### config.mk
export PLATFORM = sky130hd
export DESIGN_NAME = dmem_bridge_flat
export DESIGN_NICKNAME = d
export VERILOG_FILES = /design/src/rtl/dmem_bridge_pkg.sv /design/src/rtl/dmem_bridge_if.sv /design/src/rtl/dmem_bridge.sv /design/src/flat_wrapper.sv
export SDC_FILE = /design/constraint.sdc
export NUM_CORES = 1
export LEC_CHECK = 0
export CORE_ASPECT_RATIO = 0.8
export CORE_MARGIN = 2
export CORE_UTILIZATION = 46
export DETAILED_ROUTE_END_ITERATION = 6
export GPL_ROUTABILITY_DRIVEN = 0
export PLACE_DENSITY = 0.95
export SYNTH_ARGS = -nofsm -noshare
export SYNTH_HDL_FRONTEND = slang
export SYNTH_SLANG_ARGS = --single-unit
### constraint.sdc
create_clock -name clk -period 5.05 [get_ports clk]
set_input_delay 0.7575 -clock clk [delete_from_list [all_inputs] [get_ports clk]]
set_output_delay 0.7575 -clock clk [all_outputs]
set_load 0.02 [all_outputs]
### src/rtl/dmem_bridge_pkg.sv
// Shared types and constants for the mem-stage to data-bus bridge.
// The access qualifier lives here so every user agrees on what counts as a real access.
package dmem_bridge_pkg;

    typedef enum logic [1:0] {
        IDLE = 2'd0,
        REQ  = 2'd1,
        DONE = 2'd2
    } state_e;

    localparam logic        RST_ENABLE   = 1'b1;
    localparam logic        CHIP_ENABLE  = 1'b1;
    localparam logic        WRITE_ENABLE = 1'b1;
    localparam logic [31:0] ZERO_WORD    = 32'h0000_0000;

    // A store with no byte enables is a misaligned store and never reaches the bus.
    function automatic logic is_real_access(input logic ce, input logic we, input logic [3:0] sel);
        return (ce == CHIP_ENABLE) && ((we != WRITE_ENABLE) || (sel != 4'b0000));
    endfunction

endpackage

### src/rtl/dmem_bridge_if.sv
// Request/acknowledge system data bus as seen by the bridge (master) and the bus (slave).
interface dmem_bridge_if;

    logic        bus_req_o;
    logic        bus_we_o;
    logic [3:0]  bus_sel_o;
    logic [31:0] bus_addr_o;
    logic [31:0] bus_wdata_o;
    logic        bus_ack_i;
    logic [31:0] bus_rdata_i;

    modport master (
        output bus_req_o, bus_we_o, bus_sel_o, bus_addr_o, bus_wdata_o,
        input  bus_ack_i, bus_rdata_i
    );

    modport slave (
        input  bus_req_o, bus_we_o, bus_sel_o, bus_addr_o, bus_wdata_o,
        output bus_ack_i, bus_rdata_i
    );

endinterface

### src/rtl/dmem_bridge.sv
// Converts the mem stage's single-cycle RAM access into a registered req/ack bus
// transaction, stalling the pipeline until it completes or times out.
module dmem_bridge
    import dmem_bridge_pkg::*;
#(
    parameter int TIMEOUT = 256,
    parameter int TO_W    = 16
) (
    input  logic         clk,
    input  logic         rst,
    input  logic         mem_ce_i,
    input  logic         mem_we_i,
    input  logic [3:0]   mem_sel_i,
    input  logic [31:0]  mem_addr_i,
    input  logic [31:0]  mem_data_i,
    input  logic         stall_i,
    output logic [31:0]  mem_data_o,
    output logic         stallreq_o,
    output logic         bus_err_o,
    dmem_bridge_if.master bus
);

    localparam logic [TO_W-1:0] TO_LAST = TO_W'(TIMEOUT - 1);

    state_e          state_q, state_d;
    logic            req_q, req_d;
    logic            we_q, we_d;
    logic [3:0]      sel_q, sel_d;
    logic [31:0]     addr_q, addr_d;
    logic [31:0]     wdata_q, wdata_d;
    logic [31:0]     rdata_q, rdata_d;
    logic            err_q, err_d;
    logic [TO_W-1:0] cnt_q, cnt_d;
    logic            stallreq;

    // Ack wins over a coinciding timeout; the error pulse is a single cycle by default-clear.
    always_comb begin
        state_d  = state_q;
        req_d    = req_q;
        we_d     = we_q;
        sel_d    = sel_q;
        addr_d   = addr_q;
        wdata_d  = wdata_q;
        rdata_d  = rdata_q;
        err_d    = 1'b0;
        cnt_d    = cnt_q;
        stallreq = 1'b0;

        case (state_q)
            IDLE: begin
                if (is_real_access(mem_ce_i, mem_we_i, mem_sel_i)) begin
                    stallreq = !rst;
                    state_d  = REQ;
                    req_d    = 1'b1;
                    we_d     = mem_we_i;
                    sel_d    = mem_sel_i;
                    addr_d   = mem_addr_i;
                    wdata_d  = mem_data_i;
                    cnt_d    = '0;
                end
            end
            REQ: begin
                stallreq = 1'b1;
                if (bus.bus_ack_i) begin
                    req_d   = 1'b0;
                    state_d = DONE;
                    if (!we_q) begin
                        rdata_d = bus.bus_rdata_i;
                    end
                end else if (cnt_q == TO_LAST) begin
                    req_d   = 1'b0;
                    rdata_d = ZERO_WORD;
                    err_d   = 1'b1;
                    state_d = DONE;
                end else begin
                    cnt_d = cnt_q + 1'b1;
                end
            end
            DONE: begin
                // Holding here while stalled keeps the same instruction from being reissued.
                if (!stall_i) begin
                    state_d = IDLE;
                end
            end
            default: state_d = IDLE;
        endcase
    end

    always_ff @(posedge clk) begin
        if (rst == RST_ENABLE) begin
            state_q <= IDLE;
            req_q   <= 1'b0;
            we_q    <= 1'b0;
            sel_q   <= 4'b0000;
            addr_q  <= ZERO_WORD;
            wdata_q <= ZERO_WORD;
            rdata_q <= ZERO_WORD;
            err_q   <= 1'b0;
            cnt_q   <= '0;
        end else begin
            state_q <= state_d;
            req_q   <= req_d;
            we_q    <= we_d;
            sel_q   <= sel_d;
            addr_q  <= addr_d;
            wdata_q <= wdata_d;
            rdata_q <= rdata_d;
            err_q   <= err_d;
            cnt_q   <= cnt_d;
        end
    end

    assign stallreq_o      = stallreq;
    assign mem_data_o      = rdata_q;
    assign bus_err_o       = err_q;
    assign bus.bus_req_o   = req_q;
    assign bus.bus_we_o    = we_q;
    assign bus.bus_sel_o   = sel_q;
    assign bus.bus_addr_o  = addr_q;
    assign bus.bus_wdata_o = wdata_q;

endmodule

### src/flat_wrapper.sv
// flat-port wrapper written by rule: the top's interface ports become plain ports
module dmem_bridge_flat import dmem_bridge_pkg::*;
#(
    parameter int TIMEOUT = 256,
    parameter int TO_W    = 16
)
  (clk, rst, mem_ce_i, mem_we_i, mem_sel_i, mem_addr_i, mem_data_i, stall_i, mem_data_o, stallreq_o, bus_err_o, bus_bus_req_o, bus_bus_we_o, bus_bus_sel_o, bus_bus_addr_o, bus_bus_wdata_o, bus_bus_ack_i, bus_bus_rdata_i);
  dmem_bridge_if bus_i ();
  input  logic clk;
  input  logic rst;
  input  logic mem_ce_i;
  input  logic mem_we_i;
  input  logic [3:0] mem_sel_i;
  input  logic [31:0] mem_addr_i;
  input  logic [31:0] mem_data_i;
  input  logic stall_i;
  output logic [31:0] mem_data_o;
  output logic stallreq_o;
  output logic bus_err_o;
  output wire logic [$bits(bus_i.bus_req_o)-1:0] bus_bus_req_o;
  output wire logic [$bits(bus_i.bus_we_o)-1:0] bus_bus_we_o;
  output wire logic [$bits(bus_i.bus_sel_o)-1:0] bus_bus_sel_o;
  output wire logic [$bits(bus_i.bus_addr_o)-1:0] bus_bus_addr_o;
  output wire logic [$bits(bus_i.bus_wdata_o)-1:0] bus_bus_wdata_o;
  input wire logic [$bits(bus_i.bus_ack_i)-1:0] bus_bus_ack_i;
  input wire logic [$bits(bus_i.bus_rdata_i)-1:0] bus_bus_rdata_i;
  assign bus_bus_req_o = bus_i.bus_req_o;
  assign bus_bus_we_o = bus_i.bus_we_o;
  assign bus_bus_sel_o = bus_i.bus_sel_o;
  assign bus_bus_addr_o = bus_i.bus_addr_o;
  assign bus_bus_wdata_o = bus_i.bus_wdata_o;
  assign bus_i.bus_ack_i = bus_bus_ack_i;
  assign bus_i.bus_rdata_i = bus_bus_rdata_i;
  dmem_bridge #(.TIMEOUT(TIMEOUT), .TO_W(TO_W)) u_core (.clk(clk), .rst(rst), .mem_ce_i(mem_ce_i), .mem_we_i(mem_we_i), .mem_sel_i(mem_sel_i), .mem_addr_i(mem_addr_i), .mem_data_i(mem_data_i), .stall_i(stall_i), .mem_data_o(mem_data_o), .stallreq_o(stallreq_o), .bus_err_o(bus_err_o), .bus(bus_i));
endmodule
# Word level (Yosys, flattened, before mapping)

Cells that the tools add are included.

Bitwise logic cells: 2
Add/sub/neg operators: 1
Mux-type cells: 19
Equality and inequality tests: 9
Reduce and logical (&&, ||, !) cells: 13

Operators with widths:

| cell                                                   | count |
|---|---|
| 2-to-1 mux 32 bit                                      | 3 |
| 2-to-1 mux 16 bit                                      | 3 |
| case mux 16 bit (2 select lines)                       | 1 |
| adder 16 x 1 -> 16 bit (second input constant)         | 1 |
| equality test 16 x 8 -> 1 bit (second input constant)  | 1 |
| AND reduction 3 bit                                    | 3 |
| 2-to-1 mux 2 bit                                       | 4 |
| inequality test 2 bit (second input constant)          | 4 |
| case mux 2 bit (3 select lines)                        | 1 |
| 2-to-1 mux 1 bit                                       | 5 |
| case mux 1 bit (2 select lines)                        | 2 |
| AND reduction 4 bit                                    | 1 |
| nonzero test 2 bit                                     | 2 |
| nonzero test 4 bit                                     | 1 |
| inequality test 3 x 2 -> 1 bit (second input constant) | 1 |
| OR reduction 3 bit                                     | 1 |
| equality test 2 x 1 -> 1 bit (second input constant)   | 1 |
| equality test 2 bit (second input constant)            | 1 |
| zero test 2 bit                                        | 1 |
| inequality test 2 x 1 -> 1 bit (second input constant) | 1 |
| inverter 1 bit                                         | 2 |
| AND reduction 2 bit                                    | 1 |
| logical AND 1 bit                                      | 1 |
| zero test 1 bit                                        | 1 |
| logical OR 1 bit                                       | 1 |

Flip-flop bits (word level): 121
Word-level logic and storage cells: 53
Bits of input ports: 106
Output and inout port bits: 104

# Depth between registers and ports, before layout

Gate-level depths: netlist of run 1.

Depth after elaboration: 5
Gate-level depth with buffers: 7
Gate-level depth less buffers: 5

# Worst setup path before layout of run 1

OpenSTA, ideal clock, no wires.

Path type: input to output
From: in mem_sel_i[0]
To: out stallreq_o
Setup slack: 2.649 ns
Stages: 3
Data required time: 4.293 ns
Data arrival time: 1.644 ns
Buffers on the path: 0
Cell sequence: or4b_4 o211ai_1 a21oi_1

Cells in the longest elaborated chain, start to end: 5

Ends and longest elaborated chain:

| what                            | RTL line              | source |
|---|---|---|
| from (decl)                     | flat_wrapper.sv:13    | `input logic [3:0] mem_sel_i;` |
| nonzero test 4 bit              | dmem_bridge_pkg.sv:18 | `return (ce == CHIP_ENABLE) && ((we != WRITE_ENABLE) \|\| (sel != 4'b0000));` |
| logical OR 1 bit                | dmem_bridge_pkg.sv:18 |  |
| logical AND 1 bit               | dmem_bridge_pkg.sv:18 |  |
| 2-to-1 mux 1 bit                | dmem_bridge.sv:51     | `if (is_real_access(mem_ce_i, mem_we_i, mem_sel_i)) begin` |
| case mux 1 bit (2 select lines) | dmem_bridge.sv:49     | `case (state_q)` |
| to (decl)                       | flat_wrapper.sv:18    | `output logic stallreq_o;` |

No other way between the ends.

# Final worst setup path of run 1

Ends and elaborated chain as after synthesis.

==> results.cfg, run 1 <==
[run_status]
status = finished with violations
failed_checks = DRC

[sta]
maxSlewViolCount = 0
relSlewSlack_pct = 13.7
setup_violations = 0
finClkSkew_ns = 0.00630
tightest_slew_ns = 1.29
grt_setup_unrepaired = false
finalHoldViolCount = 0
timing.fmax_mhz = 295
finalCritPeriodShare_pct = 67.1
layout_min_cycle_time_ns = 3.39
finalSetupTns_ns = 0

[clock_tree]
clock_latency_ns = 0.40
ctsResizeCount = 0
htreeDepth = 4
path_clk_slew_ns = 0.05
root_buffer = clkbuf_16
cts_setup_buffers = 0
cts_tree = done
cts_sinks = 121
cts_hold_buffers = 0
cts-buffers-inserted = 17
clockBufferDepth = 2

[logic_synthesis]
netlist_area_um2 = 4850
syn-instance-count = 587
yosysUniqueCellTypes = 40
syn_area_per_cell_um2 = 8.27
syn_nets = 694
synth_seq_cells = 121
ys_seq_area_share_pct = 49.9
yosys_warnings = 0

[placement]
io_buffers = 209
placed_cells = 891
place_area_um2 = 6950
hpwl_mm = 10.2

[worst_setup_path]
r2r-end = u_core.mem_data_o[18]
crit_type = in2out
start_kind = input pin
r2r_slack_ns = 2.17
r2r-start = u_core.cnt_q[1]
end_kind = primary output
rr_worst_depth = 6
cp.required_ns = 4.29
cp.arrival_ns = 2.63
worst-path-max-fanout = 3

[cells_and_area]
synthToLayoutAreaGrowth_pct = 56.7
nFillCells = 683
instances_no_fill = 922
final_util_pct = 74.0
diodes = 0
layout-drive-gt1-share_pct = 5.50
final_nets = 877
fin_area_um2 = 7600

[worst_hold_path]
min-delay-start = u_core.bus.bus_addr_o[13]
min_to = u_core.bus.bus_addr_o[13]
hold-path-cell-count = 2
hp-class = reg2reg

[grt]
grt_util_all_layers_pct = 26.0
antenna_found_initial = 0
grt_pass1_wl_mm = 23.9
grt-ovfl-total = 0
grt_pass1_vias = 5013
grt_max_degree = 114

[routing]
first_pass_iters = 7
drt-initial-drc-count = 429
drcViolationCount = 3
routed_wl_mm = 15.6
vias_per_cell = 5.72
post_drt_wl_per_cell_um = 16.9
ant_nets = 0
vias = 5277

[die]
initial_core_util_pct = 47.2
die_h_um = 95.9
die_area_um2 = 11400
num_io_pins = 210
fp-row-count = 33
die_x_um = 119
core_um2 = 10300

[power_and_ir_drop]
vdd_drop_max_uv = 227
total_power_mw = 2.83
p_leak_nw = 2.64
p_per_area_nw_per_um2 = 372

[job]
maxCapViolCount = 0
per-layer routing:
layer	GRT usage, %	share of wire, %	vias to the layer above
met4	11.0	2.1	0
met5	0	0	-
met3	7.58	9.5	49
met2	45.6	50	327
met1	30.1	38	2439
li1	-	-	2462
layout make-up:
type                       instances  area (um^2)  share of cell area [%]
inverter                           6         22.5                   0.296
sequential                       121         2420                    31.9
timing repair buffer             216         2140                    28.2
multi-input combinational        408         2190                    28.8
tap                              140          175                    2.30
clock buffer                      24          492                    6.47
clock inverter                     7          163                    2.14
cells in the final DEF, fill, tap and decap left out, types with 3 or more instances in the layout:
cell type	instances
clkbuf_16	17
nor2_1	9
nand3_1	7
dfxtp_1	121
nand2_1	146
nand2b_1	5
nor4_1	3
a41oi_1	5
inv_1	6
buf_4	8
o211ai_1	38
a21oi_1	104
bufinv_16	5
a22oi_1	32
clkdlybuf4s50_1	208
clkbuf_8	4
o21ai_0	6
clkbuf_1	3
nand4_1	9
nor3_1	6
a31oi_1	10
cell families after synthesis:
| logic type | after synthesis | share of synthesized area, % |
|---|---|---|
| DFF | 121 | 49.9 |
| adders and majority gates | 1 | 0.258 |
| buffers and inverters | 58 | 5.08 |
| and+or+nand+nor | 200 | 17.9 |
| AOI/OAI and AO/OA | 207 | 26.9 |
critical path, cell delays in order:
cell and delay, ns:
clkdlybuf4s50_1 0.45, or4b_4 0.59, o211ai_1 0.18, a21oi_1 0.11, clkdlybuf4s50_1 0.55
synthesized netlist by cell type, drive strengths merged:
| cell | instances | share of area, % |
|---|---|---|
| o211ai | 40 | 6.6 |
| o211a | 2 | 0.41 |
| nor2 | 10 | 0.77 |
| ha | 1 | 0.26 |
| or4b | 1 | 0.28 |
| and3 | 2 | 0.26 |
| a211oi | 1 | 0.26 |
| a32oi | 1 | 0.18 |
| dfxtp | 121 | 50 |
| nand2 | 146 | 11 |
| nor2b | 1 | 0.13 |
| a22oi | 32 | 4.9 |
| and4 | 3 | 0.59 |
| o221ai | 1 | 0.18 |
| a211o | 1 | 0.18 |
| a311oi | 2 | 0.36 |
| or2b | 1 | 0.15 |
| nand4 | 9 | 1.2 |
| o31ai | 1 | 0.15 |
| a21oi | 104 | 11 |
| a31oi | 10 | 1.3 |
| nand2b | 5 | 0.64 |
| and2 | 2 | 0.26 |
| a41oi | 5 | 0.90 |
| buf | 16 | 1.8 |
| o21ai | 7 | 0.72 |
| or3 | 1 | 0.13 |
| or4 | 2 | 0.31 |
| inv | 6 | 0.46 |
| clkbuf | 36 | 2.8 |
| nor4 | 3 | 0.39 |
| nand3 | 7 | 0.72 |
| nand3b | 1 | 0.15 |
| nor3 | 6 | 0.62 |
worst max path at each step:
stage	startpoint	to	slack (ns)	cells after the start
CTS	mem_we_i	stallreq_o	1.65	5
global placement	bus_bus_ack_i	u_core.mem_data_o[7]	1.57	6
finish	mem_sel_i[0]	stallreq_o	1.66	5
global route	bus_bus_ack_i	u_core.mem_data_o[22]	1.52	6
floorplan	mem_sel_i[0]	stallreq_o	2.65	3
detailed placement	bus_bus_ack_i	u_core.mem_data_o[9]	1.40	6
through the flow:
step	setup slack, ns	hold WS (ns)
floorplan	2.65	0.439
global placement	1.57	0.441
detailed placement	1.40	0.449
CTS	1.65	0.456
global route	1.52	0.472
finish	1.66	0.453
flip-flops by register name, summed over array words and instances, names as in the netlist:
register and flops:
u_core.bus.bus_req_o 1, u_core.mem_data_o 32, u_core.bus.bus_sel_o 4, u_core.cnt_q 16
u_core.bus_err_o 1, u_core.bus.bus_we_o 1, u_core.state_q 2, u_core.bus.bus_addr_o 32
u_core.bus.bus_wdata_o 32
power breakdown:
group / switching (mW) / total [mW] / internal [mW]
registers: 0.0367 / 1.05 / 1.01
logic: 0.229 / 0.444 / 0.215
clock network: 0.412 / 1.34 / 0.926
(Power assumes the default switching activity.)
==> run 2: changes to the inputs <==
--- a/config.mk
+++ b/config.mk
@@ -7,10 +7,10 @@
 export LEC_CHECK = 0
 export CORE_ASPECT_RATIO = 0.8
 export CORE_MARGIN = 2
-export CORE_UTILIZATION = 46
+export CORE_UTILIZATION = 38
 export DETAILED_ROUTE_END_ITERATION = 6
 export GPL_ROUTABILITY_DRIVEN = 0
-export PLACE_DENSITY = 0.95
+export PLACE_DENSITY = 0.85
 export SYNTH_ARGS = -nofsm -noshare
 export SYNTH_HDL_FRONTEND = slang
 export SYNTH_SLANG_ARGS = --single-unit
==> constraint.sdc (replaced) <==
create_clock -name clk -period 3 [get_ports clk]
set_input_delay 0.45 -clock clk [delete_from_list [all_inputs] [get_ports clk]]
set_output_delay 0.45 -clock clk [all_outputs]
set_load 0.02 [all_outputs]
==> run 2 against run 1 <==
Effect of this change:
- the run now ends clean
- final cell count is 3.8% higher
- sequential share of layout area is 0.20 points lower
- register-to-register slack worse by 1.2 ns
- largest power group unchanged
- highest routed layer unchanged
==> results.cfg, run 2 (same netlist as run 1, synthesis figures left out) <==
[run_status]
status = finished, final reports clean

[grt]
grt_util_all_layers_pct = 20.8
grt_pass1_wl_mm = 22.8
antenna_found_initial = 0
grt_pass1_vias = 4686
grt_max_degree = 74
grt-ovfl-total = 0

[worst_setup_path]
max_stage_delay_ns = 0.58
end_kind = primary output
crit_top_cell = clkdlybuf4s50_1
start_kind = input pin
critPathSlowestCell = or4b_4
crit_type = in2out
critPathBufInv = 2
worst-path-max-fanout = 3
cp.arrival_ns = 2.32
cp_cell_sequence = clkdlybuf4s50_1 > or4b_4 > o211ai_1 > a21oi_1 > clkdlybuf4s50_1
cp_top_family = buffers and inverters
cp.required_ns = 2.55

[sta]
maxSlewViolCount = 0
finalHoldViolCount = 0
grt_setup_unrepaired = false
setup_violations = 0
finClkSkew_ns = 0.0105
finalCritPeriodShare_pct = 92.3
layout_min_cycle_time_ns = 2.77
finalSetupTns_ns = 0
tightest_slew_ns = 1.17
timing.fmax_mhz = 361
relSlewSlack_pct = 21.7

[cells_and_area]
diodes = 0
layout-drive-gt1-share_pct = 6.36
final_common_cell = clkdlybuf4s50_1
layout_common_cells = clkdlybuf4s50_1, nand2_1, dfxtp_1
synthToLayoutAreaGrowth_pct = 57.6
fin_area_um2 = 7650
final_nets = 880
instances_no_fill = 957

[placement]
io_buffers = 209
placed_cells = 925
place_area_um2 = 7020
hpwl_mm = 9.77

[power_and_ir_drop]
total_power_mw = 4.66
p_leak_nw = 2.64
p_per_area_nw_per_um2 = 608
vdd_drop_max_uv = 439

[routing]
drt-initial-drc-count = 279
routed_wl_mm = 14.5
vias = 4949
drcViolationCount = 0
vias_per_cell = 5.17
first_pass_iters = 5
ant_nets = 0
post_drt_wl_per_cell_um = 15.2

[die]
num_io_pins = 210
core_um2 = 12300
initial_core_util_pct = 39.3
die_x_um = 130
die_area_um2 = 13700
fp-row-count = 36
die_h_um = 105

[worst_hold_path]
hp-class = reg2reg

[clock_tree]
ctsResizeCount = 0
clockBufferDepth = 2
cts_hold_buffers = 0
root_buffer = clkbuf_16
cts-buffers-inserted = 17
cts_sinks = 121
cts_setup_buffers = 0
htreeDepth = 4
cts_tree = done
path_clk_slew_ns = 0.05
clock_latency_ns = 0.40

[job]
maxCapViolCount = 0
## run 2: changes by cell type in the layout (fill, tap and decap cells not counted), moves of 2 or more
| cell | change |
|---|---|
| clkbuf_8 | -2 |
| clkbuf_1 | -3 |
| buf_4 | +2 |
| clkinvlp_4 | +3 |
| clkinv_2 | +4 |
## run 2: path summary, 6_finish.rpt
kind / start / end / slack (ns) / depth (start not counted)
setup / recovery: mem_sel_i[0] / stallreq_o / 0.23 / 5
hold / removal: u_core.bus.bus_wdata_o[11] / u_core.bus.bus_wdata_o[11] / 0.45 / 2
setup reg to reg: u_core.cnt_q[0] / u_core.cnt_q[4] / 0.99 / 6
hold reg to reg: u_core.bus.bus_wdata_o[11] / u_core.bus.bus_wdata_o[11] / 0.45 / 2
## run 2: per-stage QoR
stage               worst slack (ns)  utilization, %  hold WS [ns]
floorplan                       1.17               -         0.439
detailed placement             0.236            56.9         0.446
CTS                            0.225            62.0         0.453
global placement               0.249            56.9         0.441
finish                         0.230            62.0         0.451
global route                   0.185            62.0         0.468
## run 2: cell type report
type                       instances  area (um^2)
clock buffer                      19          453
clock inverter                    13          175
fill                            1095         4690
inverter                           6         22.5
multi-input combinational        408         2190
sequential                       121         2420
tap                              171          214
timing repair buffer             219         2180
## run 2: tightest hold or removal path, cell delays in order, from the launching register on
cell and delay [ns]:
dfxtp_1 0.30, nand2_1 0.05, a21oi_1 0.05
## run 2: metal layers
layer / vias to the layer above / part of all wire, % / global-route usage [%]
met1: 2268 / 43 / 25.1
met4: 0 / 1.8 / 7.75
li1: 2472 / - / -
met2: 188 / 46 / 32.4
met3: 21 / 9.4 / 9.32
met5: - / 0 / 0
## run 2: power breakdown
group	switching [mW]	total, mW	internal (mW)
combinational	0.382	0.749	0.367
clock	0.721	2.15	1.43
sequential	0.0546	1.76	1.70
==> run 3: changes to the inputs <==
==> constraint.sdc (replaced) <==
create_clock -name clk -period 3 [get_ports clk]
set_input_delay 0.9 -clock clk [delete_from_list [all_inputs] [get_ports clk]]
set_output_delay 0.9 -clock clk [all_outputs]
set_load 0.02 [all_outputs]
==> run 3 against run 2 <==
Effect of this change:
- wire length increased by 4.8%
- non-clock buffer count increased by 9
- clock-buffer cell count unchanged
- sequential power about the same
- critical path type unchanged
==> results.cfg, run 3 (same netlist as run 1, synthesis figures left out) <==
[sta]
finalSetupTns_ns = 0
finalHoldViolCount = 0
finClkSkew_ns = 0.0111
timing.fmax_mhz = 341
relSlewSlack_pct = 45.2
grt_setup_unrepaired = false
finalCritPeriodShare_pct = 97.6
worst_hold_slack_ns = 0.451
tightest_slew_ns = 0.821
layout_min_cycle_time_ns = 2.93
setup_violations = 0
maxSlewViolCount = 0

[die]
die_x_um = 130
fp-row-count = 36
die_area_um2 = 13700
initial_core_util_pct = 39.3
num_io_pins = 210
die_h_um = 105
core_um2 = 12300

[clock_tree]
clock_latency_ns = 0.40
cts_tree = done
htreeDepth = 4
clockBufferDepth = 2
root_buffer = clkbuf_16
cts_sinks = 121
cts-buffers-inserted = 17
path_clk_slew_ns = 0.06
cts_hold_buffers = 0

[power_and_ir_drop]
p_per_area_nw_per_um2 = 618
p_leak_nw = 2.72
vdd_drop_max_uv = 472

[worst_setup_path]
crit_type = in2out
end_kind = primary output
cp_top_family = simple AND/OR/NAND/NOR gates
max_stage_delay_ns = 0.49
worst-path-max-fanout = 2
cp.arrival_ns = 2.03
cp.required_ns = 2.10
r2r-start = u_core.cnt_q[0]
start_kind = input pin
cp_cell_sequence = clkdlybuf4s15_1 > or4b_4 > o211ai_1 > a21oi_2 > buf_6
critPathSlowestCell = or4b_4
rr_worst_depth = 5
r2r_slack_ns = 1.08
r2r-end = u_core.cnt_q[7]
critPathBufInv = 2

[grt]
grt_pass1_vias = 4837
grt-ovfl-total = 0
grt_util_all_layers_pct = 22.1
antenna_found_initial = 0
grt_max_degree = 79
grt_pass1_wl_mm = 24.2

[worst_hold_path]
min-delay-start = u_core.bus.bus_wdata_o[11]
min_to = u_core.bus.bus_wdata_o[11]
hp-class = reg2reg
hold-path-cell-count = 2

[routing]
ant_nets = 0
drcViolationCount = 0
drt-initial-drc-count = 317
vias_per_cell = 5.26
routed_wl_mm = 15.2
post_drt_wl_per_cell_um = 15.7
vias = 5085
first_pass_iters = 5

[cells_and_area]
final_util_pct = 62.9
final_common_cell = clkdlybuf4s50_1
nFillCells = 1049
synthToLayoutAreaGrowth_pct = 60.0
layout-drive-gt1-share_pct = 7.92
layout_common_cells = clkdlybuf4s50_1, nand2_1, dfxtp_1
diodes = 0
multi_input_area_um2 = 2190
final_nets = 889
fin_area_um2 = 7770
regArea_um2 = 2420

[run_status]
status = finished, final reports clean

[placement]
io_buffers = 209
place_area_um2 = 7100
hpwl_mm = 10.3

[job]
maxCapViolCount = 0
==> run 3: changes by cell type in the layout (fill, tap and decap cells not counted), sizes merged <==
cell / delta
clkdlybuf4s50: -5
clkinvlp: -3
clkdlybuf4s15: +2
clkbuf: +2
buf: +10
inv: +2
bufinv: +1
==> run 3: how the worst max path moves through the flow <==
stage	start	endpoint	slack, ns	cells past startpoint
2_1_floorplan	mem_sel_i[0]	stallreq_o	0.31	3
3_3_place_gp	mem_we_i	stallreq_o	-0.69	5
5_1_grt	mem_sel_i[2]	stallreq_o	0.03	5
4_1_cts	mem_sel_i[0]	stallreq_o	0.003	5
3_5_place_dp	mem_we_i	stallreq_o	-0.70	5
6_report	mem_sel_i[2]	stallreq_o	0.07	5
==> run 3: stage by stage <==
stage          setup slack, ns  total power [mW]  std cells
3_3_place_gp            -0.686              2.55        933
6_report                0.0712              4.80        966
3_5_place_dp            -0.696              2.56        933
2_1_floorplan            0.314              2.15        587
5_1_grt                 0.0320              4.98        966
4_1_cts                0.00260              4.84        966
==> run 3: cell type report <==
| cell class | count | share of cell area (%) |
|---|---|---|
| sequential | 121 | 31.2 |
| multi-input combinational | 408 | 28.2 |
| inverter | 6 | 0.290 |
| timing repair buffer | 228 | 29.0 |
| clock buffer | 19 | 5.83 |
| clock inverter | 13 | 2.77 |
| tap | 171 | 2.75 |
==> run 3: timing repair <==
action	4_1_cts	5_1_grt
buffers inserted	1	0
gates cloned	0	0
pin swaps	3	3
gates resized for setup	11	6
endpoints found under the setup margin	1	1
==> run 3: routing by layer <==
metal  routed length [um]  GRT usage, %  share of wire (%)  vias up
li1                     -             -                  -     2497
met1                 6220          27.0                 41     2357
met2                 7280          36.1                 48      202
met3                 1410          7.68                9.3       29
met4                  291          7.67                1.9        0
met5                    0             0                  0        -
==> run 3: report_power, final <==
group | internal [mW] | switching [mW] | total, mW
combinational | 0.376 | 0.389 | 0.765
clock | 1.53 | 0.743 | 2.27
sequential | 1.70 | 0.0572 | 1.76
==> run 3: worst reg2reg max path, delay by kind of cell, from the launching register on <==
family / cells / cell delay (ns)
flip-flops: 1 / 0.33
AO/OA/AOI/OAI: 1 / 0.22
adder cells (fa/ha/maj): 1 / 0.25
AND/OR/NAND/NOR: 3 / 1.04
==> patch 1, RTL diff (settings of run 2) <==
Re-encode `state_e` (3 states) as one-hot, 3 bits wide.
--- a/src/rtl/dmem_bridge_pkg.sv
+++ b/src/rtl/dmem_bridge_pkg.sv
@@ -2,10 +2,10 @@
 // The access qualifier lives here so every user agrees on what counts as a real access.
 package dmem_bridge_pkg;
 
-    typedef enum logic [1:0] {
-        IDLE = 2'd0,
-        REQ  = 2'd1,
-        DONE = 2'd2
+    typedef enum logic [2:0] {
+        IDLE = 3'b001,
+        REQ  = 3'b010,
+        DONE = 3'b100
     } state_e;
 
     localparam logic        RST_ENABLE   = 1'b1;
Function: no difference found for any inputs over 4 cycles, from zero or initial values and one cycle with rst high; so few cycles prove little.
==> patch 1 against run 2 <==
Cell area is 4.2% lower. Wire length is 7.0% lower. Clock skew is 0.0034 ns lower. Area after synthesis is 7.3% lower. Worst setup slack worse by 0.0086 ns. Global-route usage is 0.080 points higher. Count of clock-buffer cells in the layout is 1 lower. Total power is 5.4% lower. Fmax is 0.31% lower. Sequential cell count is 1 higher. Synthesized cell count is 12% lower.
==> patch 1: results (changes against run 2) <==
[route]
dr.max_layer_used=met4
drt_iter0_markers=216  ; -23%
wl_met3_um=1140  ; -17%
m1WireLength_um=5550  ; -10%
routedWlPerCell_um=15.3  ; +1.1%
vias=4538  ; -8.3%
dr_wl_met2_um=6540  ; -2.3%
vias_per_cell=5.15  ; -0.39%

[clock_network]
clockBufferDepth=2  ; unchanged
post_cts_buffers=0  ; unchanged
clkTransAtPathRegs_ns=0.05  ; about the same
h-tree-depth=4  ; unchanged
cts-root-buf=clkbuf_16
cts-resized-gates=0  ; unchanged

[run_status]
outcome=completed

[place]
dp_worst_setup_slack_ns=0.209  ; -0.0275 ns
dp_cells=849  ; -8.2%
dp_hpwl_um=9580  ; -2.0%
placed_cell_area_um2=6720  ; -4.4%
port_buffers=209  ; unchanged

[logic_synthesis]
ys.warnings.count=0  ; unchanged
avgSynthCellArea_um2=8.70  ; +5.3%
synthAdderAreaFrac_pct=0.278  ; +0.020 points
synth.distinct_cells=43  ; +7.5%
muxShareOfSynthArea_pct=0  ; unchanged
synthXorXnorAreaFrac_pct=0.195  ; +0.19 points
async_reset_ff_share_pct=0  ; unchanged
synth_common_cells=nand2_1, dfxtp_1, a21oi_1
syn_nets=624  ; -10%
yosysSeqAreaShare_pct=54.3  ; +4.4 points
synthTopCellsByArea=dfxtp_1, nand2_1, a21oi_1
synth_compound_area_share_pct=20.6  ; -6.3 points

[timing]
slew-limit-headroom_pct=38.3  ; +17 points
min_period_over_period_pct=92.6  ; +0.29 points
fin_skew_ns=0.00714  ; -0.00337 ns
hold_ws_ns=0.453  ; +0.00208 ns

[final_layout]
nFillCells=902  ; -18%
nNetsFinal=827  ; -6.0%
drive_gt1_share_pct=7.37  ; +1.0 points
antenna_cells=0  ; unchanged

[setup_path]
critPathMaxStageDelay_ns=0.65  ; +0.07 ns
r2r-start=u_core.state_q[2]
reg2reg_to=u_core.cnt_q[13]
cpLargestDelayFamily=buffers and inverters
rr_worst_depth=5  ; -1
crit_fanout=3  ; unchanged
r2r_setup_slack_ns=0.94  ; -0.05 ns
slowest_stage=clkdlybuf4s50_1

[global_route]
use_met1_pct=24.2  ; -0.87 points
gr-usage-met2_pct=35.7  ; +3.3 points
grt_pass1_wl_um=21500  ; -5.8%
grt_max_degree=91  ; +23%
track_usage_pct=20.8  ; +0.080 points
met3_usage_pct=6.92  ; -2.4 points

[hold_path]
hp-start=u_core.bus.bus_wdata_o[10]
min_to=u_core.bus.bus_wdata_o[10]

[power_and_ir_drop]
ir_drop_mv=0.432  ; -1.6%
cellLeakagePower_nw=2.71  ; +2.6%

-- patch 1: where the power goes --
part | internal [mW] | switching [mW]
combinational | 0.304 | 0.301
sequential | 1.69 | 0.0403
clock | 1.33 | 0.734
total | 3.33 | 1.08
-- patch 1: how the worst max path moves through the flow --
stage,startpoint,to,slack (ns),cells after the start
floorplan,mem_sel_i[0],stallreq_o,0.77,5
global placement,mem_we_i,stallreq_o,0.19,6
detailed placement,mem_we_i,stallreq_o,0.21,6
CTS,mem_we_i,stallreq_o,0.21,6
global route,mem_we_i,stallreq_o,0.13,6
finish,mem_we_i,stallreq_o,0.22,6
-- patch 1: area by class of cell --
class | count | area [um^2] | area share [%]
clock buffer | 18 | 439 | 5.99
clock inverter | 14 | 171 | 2.34
inverter | 2 | 7.51 | 0.102
multi-input combinational | 356 | 1900 | 26.0
sequential | 122 | 2440 | 33.3
tap | 148 | 185 | 2.53
timing repair buffer | 221 | 2180 | 29.7
==> patch 2, RTL diff (config.mk and constraints of run 2) <==
Made on the original files. `TO_W` is set to 16 in 2 places; all go to 18.
--- a/src/rtl/dmem_bridge.sv
+++ b/src/rtl/dmem_bridge.sv
@@ -4,7 +4,7 @@
     import dmem_bridge_pkg::*;
 #(
     parameter int TIMEOUT = 256,
-    parameter int TO_W    = 16
+    parameter int TO_W    = 18
 ) (
     input  logic         clk,
     input  logic         rst,
--- a/src/flat_wrapper.sv
+++ b/src/flat_wrapper.sv
@@ -2,7 +2,7 @@
 module dmem_bridge_flat import dmem_bridge_pkg::*;
 #(
     parameter int TIMEOUT = 256,
-    parameter int TO_W    = 16
+    parameter int TO_W    = 18
 )
   (clk, rst, mem_ce_i, mem_we_i, mem_sel_i, mem_addr_i, mem_data_i, stall_i, mem_data_o, stallreq_o, bus_err_o, bus_bus_req_o, bus_bus_we_o, bus_bus_sel_o, bus_bus_addr_o, bus_bus_wdata_o, bus_bus_ack_i, bus_bus_rdata_i);
   dmem_bridge_if bus_i ();
Formal check against the unedited RTL: same outputs for any inputs over 4 cycles, from zero or initial values and one cycle with rst high; that may be too few to reach the edited logic, so the function may still have changed.
==> patch 2 against run 2 <==
Wire length shrank 1.3%. Sequential cell count grew 2. Cell area shrank 2.5%. Sequential power is essentially flat. Total power shrank 1.3%. Critical endpoint unchanged. Worst setup slack gained 0.031 ns. Area after synthesis shrank 4.1%.
==> patch 2: results (changes against run 2) <==
[run_status]
outcome=completed

[setup_path]
crit_arrival_ns=2.29  ; -0.03 ns
reg2reg_to=u_core.mem_data_o[6]
critPathMaxStageDelay_ns=0.54  ; -0.04 ns
slowest_stage=clkdlybuf4s50_1
r2r_setup_slack_ns=0.79  ; -0.20 ns
crit_fanout=2  ; -1

[final_layout]
drive_gt1_share_pct=8.87  ; +2.5 points
seq_area_share_pct=33.0  ; +1.3 points
nNetsFinal=838  ; -4.8%
clock_buffers=18  ; -1
inv_count=7  ; +1
buf_share_pct=29.3  ; +0.86 points
nMultiInputCombCells=363  ; -11%
multiInputGateArea_um2=1970  ; -9.8%
nFillCells=968  ; -12%
clock_area_share_pct=8.33  ; +0.13 points
antenna_cells=0  ; unchanged

[power_and_ir_drop]
cellLeakagePower_nw=2.70  ; +2.2%
ir_drop_mv=0.424  ; -3.5%
netSwitchingFraction_pct=24.9  ; +0.076 points

[clock_network]
clkTransAtPathRegs_ns=0.05  ; about the same
h-tree-depth=4  ; unchanged
insertion_delay_ns=0.42  ; +0.02 ns
clock-sinks=123  ; +1.7%

[global_route]
grt_max_degree=62  ; -16%
grt_pass1_wl_um=21500  ; -5.8%
grt_pass1_vias=4384  ; -6.4%
track_usage_pct=21.0  ; +0.23 points

[hold_path]
hold_depth=2  ; unchanged
min_to=u_core.bus.bus_wdata_o[16]
hp-start=u_core.bus.bus_wdata_o[16]

[logic_synthesis]
syn_nets=637  ; -8.2%
synthTopCellsByArea=dfxtp_1, nand2_1, a21oi_1
synth_common_cells=nand2_1, dfxtp_1, a21oi_1
yosysSeqAreaShare_pct=52.9  ; +3.0 points
synth.distinct_cells=53  ; +33%
ys.warnings.count=0  ; unchanged

[timing]
fin_skew_ns=0.00975  ; -0.000752 ns
tightest_slew_ns=0.844  ; -0.322 ns
hold_ws_ns=0.451  ; +0.000437 ns

[route]
routedWlPerCell_um=16.0  ; +5.4%
vias=4706  ; -4.9%
ant_nets=0  ; unchanged
drt_iter0_markers=240  ; -14%

[place]
dp_hpwl_um=10100  ; +3.7%

-- patch 2: cell types whose count changed after synthesis, moves of 7 or more --
cell      change
o211ai_1     -35
a22o_1       +32
a22oi_1      -32
a21oi_1      -24
clkbuf_1     -19
nand2_1       +7
-- patch 2: how the worst max path moves through the flow --
stage	start	end	slack [ns]	cells past startpoint
finish	mem_sel_i[0]	stallreq_o	0.26	7
global route	mem_we_i	stallreq_o	0.12	7
CTS	mem_sel_i[0]	stallreq_o	0.19	7
detailed placement	mem_sel_i[0]	stallreq_o	0.22	7
global placement	mem_sel_i[0]	stallreq_o	0.18	7
floorplan	u_core.cnt_q[0]	u_core.cnt_q[17]	1.17	7
-- patch 2: cells by family (layout without fill, tap and decap cells) --
family          count (synthesis)  in the layout  share of synthesized area (%)
buf+inv                        44            258                           5.11
compound gates                150            150                           21.2
fa+ha+maj                       1              1                          0.269
flops                         123            123                           52.9
simple gates                  212            212                           20.5
-- patch 2: power groups by stage --
stage	registers [mW]	logic, mW	clock network [mW]
final	1.76	0.675	2.16
after global routing	1.77	0.725	2.27
after CTS	1.76	0.676	2.19
after detailed placement	1.80	0.671	0
after global placement	1.79	0.656	0
after floorplan	1.89	0.220	0
-- patch 2: per-layer routing --
metal	GRT usage [%]	share of wire, %
met1	24.3	41
met2	33.4	45
met3	10.0	12
met4	9.72	2.1
met5	0	0
-- patch 2: through the flow --
| step | cell area, um^2 | setup slack, ns | std cells | power, mW |
|---|---|---|---|---|
| 2_1_floorplan | 4660 | 1.17 | 530 | 2.11 |
| 3_3_place_gp | 6830 | 0.178 | 864 | 2.45 |
| 3_5_place_dp | 6830 | 0.219 | 864 | 2.47 |
| 4_1_cts | 7450 | 0.194 | 896 | 4.63 |
| 5_1_grt | 7460 | 0.118 | 896 | 4.77 |
| 6_report | 7460 | 0.261 | 896 | 4.59 |
